[src/rtl/line_render_scheduler.sv]
// Line render scheduler: on each end-of-line blanking edge, swaps the line-buffer bank,
// requests the next line from the renderer and streams its pixels into the write bank.
module line_render_scheduler #(
    parameter int LINE_WIDTH = 1024,
    parameter int NUM_LINES  = 768,
    parameter int X_WIDTH    = 12,
    parameter int Y_WIDTH    = 10,
    parameter int DATA_WIDTH = 12,
    parameter int CNT_WIDTH  = 16
) (
    input  logic                  CLK,
    input  logic                  RST_N,
    input  logic                  ENABLE,
    input  logic                  LINEEND_IN,
    input  logic                  FRAME_SYNC_IN,
    output logic                  REQ_OUT,
    output logic [Y_WIDTH-1:0]    REQ_Y_OUT,
    input  logic                  REQ_ACK_IN,
    input  logic                  PIX_VALID_IN,
    input  logic [DATA_WIDTH-1:0] PIX_DATA_IN,
    output logic                  PIX_READY_OUT,
    output logic                  ABORT_OUT,
    output logic                  BUF_WE_OUT,
    output logic [X_WIDTH-1:0]    BUF_X_OUT,
    output logic [DATA_WIDTH-1:0] BUF_DATA_OUT,
    output logic                  BUF_SEL_OUT,
    output logic                  BUSY_OUT,
    output logic [CNT_WIDTH-1:0]  UNDERRUN_CNT_OUT
);

    typedef enum logic [1:0] {
        ST_IDLE    = 2'd0,
        ST_REQUEST = 2'd1,
        ST_STREAM  = 2'd2
    } state_t;

    localparam logic [X_WIDTH-1:0]   LAST_X  = X_WIDTH'(LINE_WIDTH - 1);
    localparam logic [X_WIDTH-1:0]   X_ONE   = X_WIDTH'(1);
    localparam logic [Y_WIDTH-1:0]   LAST_Y  = Y_WIDTH'(NUM_LINES - 1);
    localparam logic [Y_WIDTH-1:0]   Y_ONE   = Y_WIDTH'(1);
    localparam logic [CNT_WIDTH-1:0] CNT_ONE = CNT_WIDTH'(1);
    localparam logic [CNT_WIDTH-1:0] CNT_MAX = '1;

    state_t                  state_q, state_d;
    logic                    lineend_q, lineend_d;
    logic                    pending_q, pending_d;
    logic [X_WIDTH-1:0]      x_q, x_d;
    logic [Y_WIDTH-1:0]      line_q, line_d;
    logic [Y_WIDTH-1:0]      req_y_q, req_y_d;
    logic                    sel_q, sel_d;
    logic                    req_q, req_d;
    logic                    busy_q, busy_d;
    logic                    abort_q, abort_d;
    logic                    we_q, we_d;
    logic [X_WIDTH-1:0]      buf_x_q, buf_x_d;
    logic [DATA_WIDTH-1:0]   buf_data_q, buf_data_d;
    logic [CNT_WIDTH-1:0]    cnt_q, cnt_d;

    logic armed_edge;
    logic accept;
    logic last_pix;
    logic underrun;
    logic advance;

    // Event decode: an armed blanking edge, pixel handshake and the line-abort condition.
    always_comb begin
        armed_edge = LINEEND_IN & ~lineend_q & ENABLE;
        accept     = PIX_VALID_IN & (state_q == ST_STREAM);
        last_pix   = accept & (x_q == LAST_X);
        // A final pixel landing on the edge cycle wins: the line counts as complete.
        underrun   = armed_edge & (state_q != ST_IDLE) & ~last_pix;
    end

    // Next-state logic for the sequencer, pending flag, line counter and write pipeline.
    always_comb begin
        state_d    = state_q;
        pending_d  = pending_q;
        x_d        = x_q;
        line_d     = line_q;
        req_y_d    = req_y_q;
        sel_d      = sel_q;
        advance    = 1'b0;
        lineend_d  = LINEEND_IN;

        case (state_q)
            ST_IDLE: begin
                if (pending_q & ENABLE) begin
                    pending_d = 1'b0;
                    sel_d     = ~sel_q;
                    req_y_d   = line_q;
                    state_d   = ST_REQUEST;
                end else begin
                    state_d   = ST_IDLE;
                end
            end
            ST_REQUEST: begin
                if (underrun) begin
                    advance = 1'b1;
                    state_d = ST_IDLE;
                end else if (REQ_ACK_IN) begin
                    x_d     = '0;
                    state_d = ST_STREAM;
                end else begin
                    state_d = ST_REQUEST;
                end
            end
            ST_STREAM: begin
                if (last_pix | underrun) begin
                    advance = 1'b1;
                    state_d = ST_IDLE;
                end else begin
                    state_d = ST_STREAM;
                end
                if (accept & ~last_pix) begin
                    x_d = x_q + X_ONE;
                end else begin
                    x_d = x_q;
                end
            end
            default: begin
                state_d = ST_IDLE;
            end
        endcase

        // Disabling drops any latched request; an armed edge always re-arms it.
        if (!ENABLE) begin
            pending_d = 1'b0;
        end else if (armed_edge) begin
            pending_d = 1'b1;
        end else begin
            pending_d = pending_d;
        end

        if (FRAME_SYNC_IN) begin
            line_d = '0;
        end else if (advance) begin
            line_d = (line_q == LAST_Y) ? '0 : (line_q + Y_ONE);
        end else begin
            line_d = line_q;
        end
    end

    // Registered outputs: write strobe one cycle after each handshake, status and counters.
    always_comb begin
        we_d       = accept;
        buf_x_d    = buf_x_q;
        buf_data_d = buf_data_q;
        if (accept) begin
            buf_x_d    = x_q;
            buf_data_d = PIX_DATA_IN;
        end else begin
            buf_x_d    = buf_x_q;
            buf_data_d = buf_data_q;
        end
        abort_d = underrun;
        if (underrun && (cnt_q != CNT_MAX)) begin
            cnt_d = cnt_q + CNT_ONE;
        end else begin
            cnt_d = cnt_q;
        end
        req_d  = (state_d == ST_REQUEST);
        busy_d = (state_d != ST_IDLE);
    end

    // State and output registers with synchronous active-low reset.
    always_ff @(posedge CLK) begin
        if (!RST_N) begin
            state_q    <= ST_IDLE;
            lineend_q  <= 1'b0;
            pending_q  <= 1'b0;
            x_q        <= '0;
            line_q     <= '0;
            req_y_q    <= '0;
            sel_q      <= 1'b0;
            req_q      <= 1'b0;
            busy_q     <= 1'b0;
            abort_q    <= 1'b0;
            we_q       <= 1'b0;
            buf_x_q    <= '0;
            buf_data_q <= '0;
            cnt_q      <= '0;
        end else begin
            state_q    <= state_d;
            lineend_q  <= lineend_d;
            pending_q  <= pending_d;
            x_q        <= x_d;
            line_q     <= line_d;
            req_y_q    <= req_y_d;
            sel_q      <= sel_d;
            req_q      <= req_d;
            busy_q     <= busy_d;
            abort_q    <= abort_d;
            we_q       <= we_d;
            buf_x_q    <= buf_x_d;
            buf_data_q <= buf_data_d;
            cnt_q      <= cnt_d;
        end
    end

    assign REQ_OUT          = req_q;
    assign REQ_Y_OUT        = req_y_q;
    assign PIX_READY_OUT    = (state_q == ST_STREAM);
    assign ABORT_OUT        = abort_q;
    assign BUF_WE_OUT       = we_q;
    assign BUF_X_OUT        = buf_x_q;
    assign BUF_DATA_OUT     = buf_data_q;
    assign BUF_SEL_OUT      = sel_q;
    assign BUSY_OUT         = busy_q;
    assign UNDERRUN_CNT_OUT = cnt_q;

endmodule

[config.mk]
export PLATFORM = sky130hd
export DESIGN_NAME = line_render_scheduler
export DESIGN_NICKNAME = d
export VERILOG_FILES = /design/src/rtl/line_render_scheduler.sv
export SDC_FILE = /design/constraint.sdc
export NUM_CORES = 1
export LEC_CHECK = 0
export CORE_MARGIN = 5
export CORE_UTILIZATION = 50
export CTS_CLUSTER_DIAMETER = 150
export DETAILED_ROUTE_END_ITERATION = 6
export GPL_TIMING_DRIVEN = 0
export PLACE_DENSITY = 0.78
export SETUP_SLACK_MARGIN = 0.02
export SLEW_MARGIN = 20
export SYNTH_ARGS = -nofsm -noshare
export SYNTH_HDL_FRONTEND = slang
export SYNTH_SLANG_ARGS = --single-unit
[constraint.sdc]
create_clock -name CLK -period 4.8 [get_ports CLK]
set_input_delay 0.72 -clock CLK [delete_from_list [all_inputs] [get_ports CLK]]
set_output_delay 0.72 -clock CLK [all_outputs]
set_load 0.01 [all_outputs]
## Yosys cells after proc, flatten, opt, wreduce, memory -nomap -nowiden

Cells that the tools add are included.

- Bits in registers: 81
- Input bits: 19
- Output and inout port bits: 56
- Logic and storage cells: 67

- Add/subtract/negate cells: 3
- Eq/ne operators: 9
- Mux-type cells: 16
- Bitwise operators: 13
- Reductions and logical operators: 12

Operators by type and width:

| cell | number |
|---|---|
| 2-to-1 mux 12 bit | 3 |
| one-hot mux 12 bit (2 select lines) | 1 |
| adder 16 x 1 -> 16 bit (second input constant) | 1 |
| != test 16 bit (second input constant) | 1 |
| adder 12 x 1 -> 12 bit (second input constant) | 1 |
| equality test 12 x 10 -> 1 bit (second input constant) | 1 |
| adder 10 x 1 -> 10 bit (second input constant) | 1 |
| equality test 10 bit (second input constant) | 1 |
| 2-to-1 mux 10 bit | 1 |
| nonzero test 2 bit | 5 |
| bitwise AND 1 bit | 8 |
| 2-to-1 mux 1 bit | 6 |
| 2-to-1 mux 2 bit | 3 |
| one-hot mux 2 bit (3 select lines) | 1 |
| AND reduction 2 bit | 3 |
| equality test 2 x 1 -> 1 bit (second input constant) | 2 |
| != test 2 bit (second input constant) | 2 |
| NOT 1 bit | 4 |
| AND reduction 4 bit | 1 |
| equality test 2 bit (second input constant) | 1 |
| zero test 2 bit | 1 |
| != test 2 x 1 -> 1 bit (second input constant) | 1 |
| one-hot mux 1 bit (2 select lines) | 1 |
| OR reduction 2 bit | 1 |
| other kinds (2) | 2 |

## Depth between registers and ports, before layout

Gate-level depths: netlist of run 1.

- Depth after elaboration: 9
- Mapped depth: 9

## Worst setup path after synthesis of run 1

No wires, ideal clock.

- Path type: in2reg
- Start point: input LINEEND_IN
- End point: register line_q[9]
- Arrival time: 2,223 ps
- Required time: 4,738 ps
- Setup slack: 2,515 ps
- Cell stages on the path: 6
- Cells stage by stage: inv_1 > nor4b_1 > o21ai_1 > buf_6 > or4_1 > nand3_1

- Cells in the longest elaborated chain, start to end: 7

RTL lines:

| item | line | source |
|---|---|---|
| start, declared | 14 | `input logic LINEEND_IN,` |
| bitwise AND 1 bit * (2 in a row) | 67 | `armed_edge = LINEEND_IN & ~lineend_q & ENABLE;` |
| bitwise AND 1 bit * (2 in a row) | 71 | `underrun = armed_edge & (state_q != ST_IDLE) & ~last_pix;` |
| OR 1 bit | 108 | `if (last_pix \| underrun) begin` |
| 2-to-1 mux 1 bit | 108 |  |
| one-hot mux 1 bit (2 select lines) * | 85 | `case (state_q)` |
| end signal, assigned | 187 | `line_q <= line_d;` |
| end, declared | 48 | `logic [Y_WIDTH-1:0] line_q, line_d;` |

Mark *: on every way between the ends. The rest lies on a longest branch, timed or not.
A chain may end at the register's enable or synchronous reset.

## Worst setup path in the final report of run 1

- Start point: input LINEEND_IN
- End point: register line_q[4]

The elaborated chain is that of the path after synthesis.

==> results of run 1 <==
-- cell families after synthesis --
logic type	synth area share [%]
fa+ha+maj	2.44
simple gates	28.4
mux	1.19
xor+xnor	2.20
compound gates	17.0
buf+inv	3.56
flops	45.2
-- final timing paths --
check | startpoint | end | slack, ns | depth (start not counted)
min | BUF_DATA_OUT[5] | BUF_DATA_OUT[5] | 0.46 | 2
min reg2reg | BUF_DATA_OUT[5] | BUF_DATA_OUT[5] | 0.46 | 2
max reg2reg | state_q[0] | line_q[4] | 2.24 | 8
max | LINEEND_IN | line_q[4] | 2.06 | 6
-- sequential cells by signal, indices dropped and copies added, names as in the netlist --
name	cells
x_q	12
BUF_SEL_OUT	1
line_q	10
BUF_DATA_OUT	12
REQ_Y_OUT	10
BUF_WE_OUT	1
UNDERRUN_CNT_OUT	16
pending_q	1
BUF_X_OUT	12
ABORT_OUT	1
REQ_OUT	1
state_q	2
BUSY_OUT	1
lineend_q	1
-- power groups by stage --
stage | Sequential, mW | Clock, mW | Combinational [mW]
final | 0.675 | 0.468 | 0.0514
after global routing | 0.676 | 0.512 | 0.0559
after CTS | 0.675 | 0.480 | 0.0515
after detailed placement | 0.691 | 0 | 0.0512
after global placement | 0.691 | 0 | 0.0501
after floorplan | 0.692 | 0 | 0.0221
-- metal layers --
metal	track usage, %	share of wire (%)	vias up
li1	-	-	1731
met1	28.3	45	1637
met2	34.8	47	101
met3	5.50	6.4	11
met4	6.85	1.5	0
met5	0	0	-
-- cell usage in the layout (no fill, tap or decap), drive strengths merged, types with 8 or more instances in the layout --
master,synthesis,final
nand4,9,9
nor2,25,25
or4,8,8
nand2,97,97
o21a,8,8
inv,7,11
nor3,9,9
a21oi,50,50
nand3,16,16
o21ai,10,10
dfxtp,81,81
clkbuf,20,29
nor4,8,8
clkdlybuf4s50,0,74
-- final cells by class --
| cell class | count | share of cell area, % |
|---|---|---|
| tap | 96 | 2.59 |
| clock inverter | 7 | 1.30 |
| clock buffer | 9 | 2.67 |
| timing repair buffer | 74 | 16.0 |
| sequential | 81 | 35.0 |
| multi-input combinational | 328 | 39.7 |
| inverter | 7 | 0.567 |
| buffer | 24 | 2.19 |
-- worst register-to-register path: stages (launching register included) --
cell and delay, ns:
dfxtp_1 0.34, inv_1 0.08, ha_1 0.18, clkbuf_1 0.25, nand4bb_1 0.19, nor4_4 0.44
o211ai_1 0.19, o21ai_0 0.64, nor2_1 0.11
==> results.txt, run 1 <==
* Area share of the largest cell type after synthesis: 45.2%
- Once the floorplan was initialized, standard cells occupied 52.2% of the core.
* Synthesis-to-layout area growth: 29.1%
- Post-Syn Area per Cell: 8.15 µm²
* Final net count: 551
- Timing would allow up to 365 MHz.
- Proportion of register bits with asynchronous set or reset after synthesis: 0%
- The signal on the critical path passes through clkdlybuf4s50_1 > inv_1 > nor4b_1 > o211ai_1 > o21ai_0 > nor2_1.
- The number of slew-limit violations in the final report came to 0.
- After detailed routing, the number of vias per cell comes to 5.56.
- Top Family by Delay on Critical Path: compound AO/OA/AOI/OAI gates
- Via count of the first global-routing pass: 3289
- Worst setup slack after layout: 2.06 ns
- Critical Setup Path Class: input port to register
- Overall die area: 8970 µm²
* Number of maximum-capacitance violations: 0
* Slew at the pin closest to its max-slew limit: 0.871 ns
- Vias: 3480
- Clock network fraction of total power: 39.2%
- Total power for the finished layout comes to 1.20 mW.
- Final standard cell area without fillers: 4630 µm²
* Highest net fanout along the worst path: 6
- Post-Syn Instances: 440
- In the finished design, the share of the clock period the worst path needs comes to 57.1%.
- When the netlist entered floorplanning its net count stood at 466.
- At the worst endpoint, the required time is 5.02 ns.
- HPWL after detailed placement: 6800 µm
- Sequential share of power: 56.5%
- The number of antenna diodes in the final layout is 0.
* Final hold vios: 0
- For this design the static power due to leakage is 1.44 nW.
- The floorplan step set the die height to 94.7 µm.
* Clock Skew: 0.0141 ns
- Headroom to the max-slew limit came out at 41.1%.
- Clock-pin slew was measured on the worst setup and hold paths at 0.09 ns.
* Fraction of final layout cells with drive strength greater than 1: 4.91%
- Input and output buffers added on the ports amount to 74.
* Net switching fraction of the power: 25.2%
- The slowest stage of the critical path belongs to the cell nor4b_1.
- Total number of H-tree levels: 3
- Run status: completed
- Number of sinks on the clock net: 81
- Number of nets with antenna violations after routing: 0
* Number of buffers inserted by hold repair at cts: 0
- Sequential Area: 1620 µm²
- Cell Int Power: 0.894 mW
- CTS root buffer: clkbuf_8
* DR iter-0 viols: 168
- Worst endpoint data arrival time: 2.96 ns
- Post-DR wirelength/cell: 14.7 µm
- X dimension of the die: 94.7 µm
* Post-synth EDFFs: 0
- Setup violations remaining at the end of the flow were counted as 0.
* Minimum hold slack: 0.460 ns
* First-pass GRT wire length: 15400 µm
- In this run, CTS created clock tree buffers numbering 9.
- The largest single stage delay on the critical path is 0.65 ns.
* Final wirelength: 9190 µm
- Dpl ws: 1.71 ns
- Post-synth design cell area: 3590 µm²
- Crit end category: register
- After layout, the minimum clock period comes to 2.74 ns.
* Number of buffers and inverters on the critical path: 2
- Number of top-level pins: 75
* Peak ir drop on the vdd network: 173 µV
* Kind of launch point of the worst setup path: input port
- In this run the power spent charging and discharging nets is 0.302 mW.
- Summed over all instances, the cell type with the most area after synthesis is dfxtp_1.
- Total setup buffers inserted after CTS: 0
- Maximum number of pins on one net before global-route repair: 17
* Buffer depth of the longest clock path: 2
- # rows: 30
* Pre-Repair DR Iteration Count: 4
- By instance count, the leading cell after synthesis is nand2_1.
- The initial antenna violation count is 0.
- Post-Route Utilization: 67.4%
- Count of placed standard cells including taps: 610
- The total overflow left after global routing is 0.
- Distinct cell type count after synthesis: 48
* Clock latency reported for the late side of the worst-skew pair: 0.36 ns
- The Yosys step of the flow raised 0 warnings.
- Cell types occupying the most area after synthesis: dfxtp_1, nand2_1, a21oi_1
- Routability congestion estimate: 0.855
- The share of total power dissipated in combinational logic is 4.3%.
- TritonCTS built the clock tree.
* Overall global routing resource usage: 21.6%
* Sum of negative setup slack: 0 ns
- Once layout is complete, the cells apart from fillers number 626.
* Unrepaired setup endpoints after global routing: no
- Dividing total power by cell area gives a power density of 258 nW/µm².
- In this run, post-CTS repair resized a total of 0 instances.
- The core region is 6870 µm².
* FF+latch count, synth: 81
* Most used flip-flop cell after synthesis: dfxtp_1
* Multi-input gate area: 1840 µm²
* Proportion of synthesized chip area in sequential cells: 45.2%
- Leading cell types by count after synthesis: nand2_1, dfxtp_1, a21oi_1
- The worst hold path belongs to the class register to register.
* Number of filler cells placed in the layout: 615
- DRC Markers: 0
* Post-placement cell area: 4450 µm²
Power figures use the tool's default switching activity.
==> run 2, diff against run 1 <==
==> constraint.sdc (replaced) <==
create_clock -name CLK -period 2.9 [get_ports CLK]
set_input_delay 0.435 -clock CLK [delete_from_list [all_inputs] [get_ports CLK]]
set_output_delay 0.435 -clock CLK [all_outputs]
set_load 0.01 [all_outputs]
==> results of run 2 <==
Same layout as run 1 (identical final DEF). Status: completed.
Among the figures that moved: setup slack after placement 1.71 ns -> 0.0957 ns; setup slack after layout 2.06 ns -> 0.336 ns; start point of the critical path LINEEND_IN -> state_q[0]; register-to-register setup slack 2.24 ns -> 0.34 ns; total power 1.20 mW -> 1.98 mW; worst IR drop on VDD 173 µV -> 286 µV
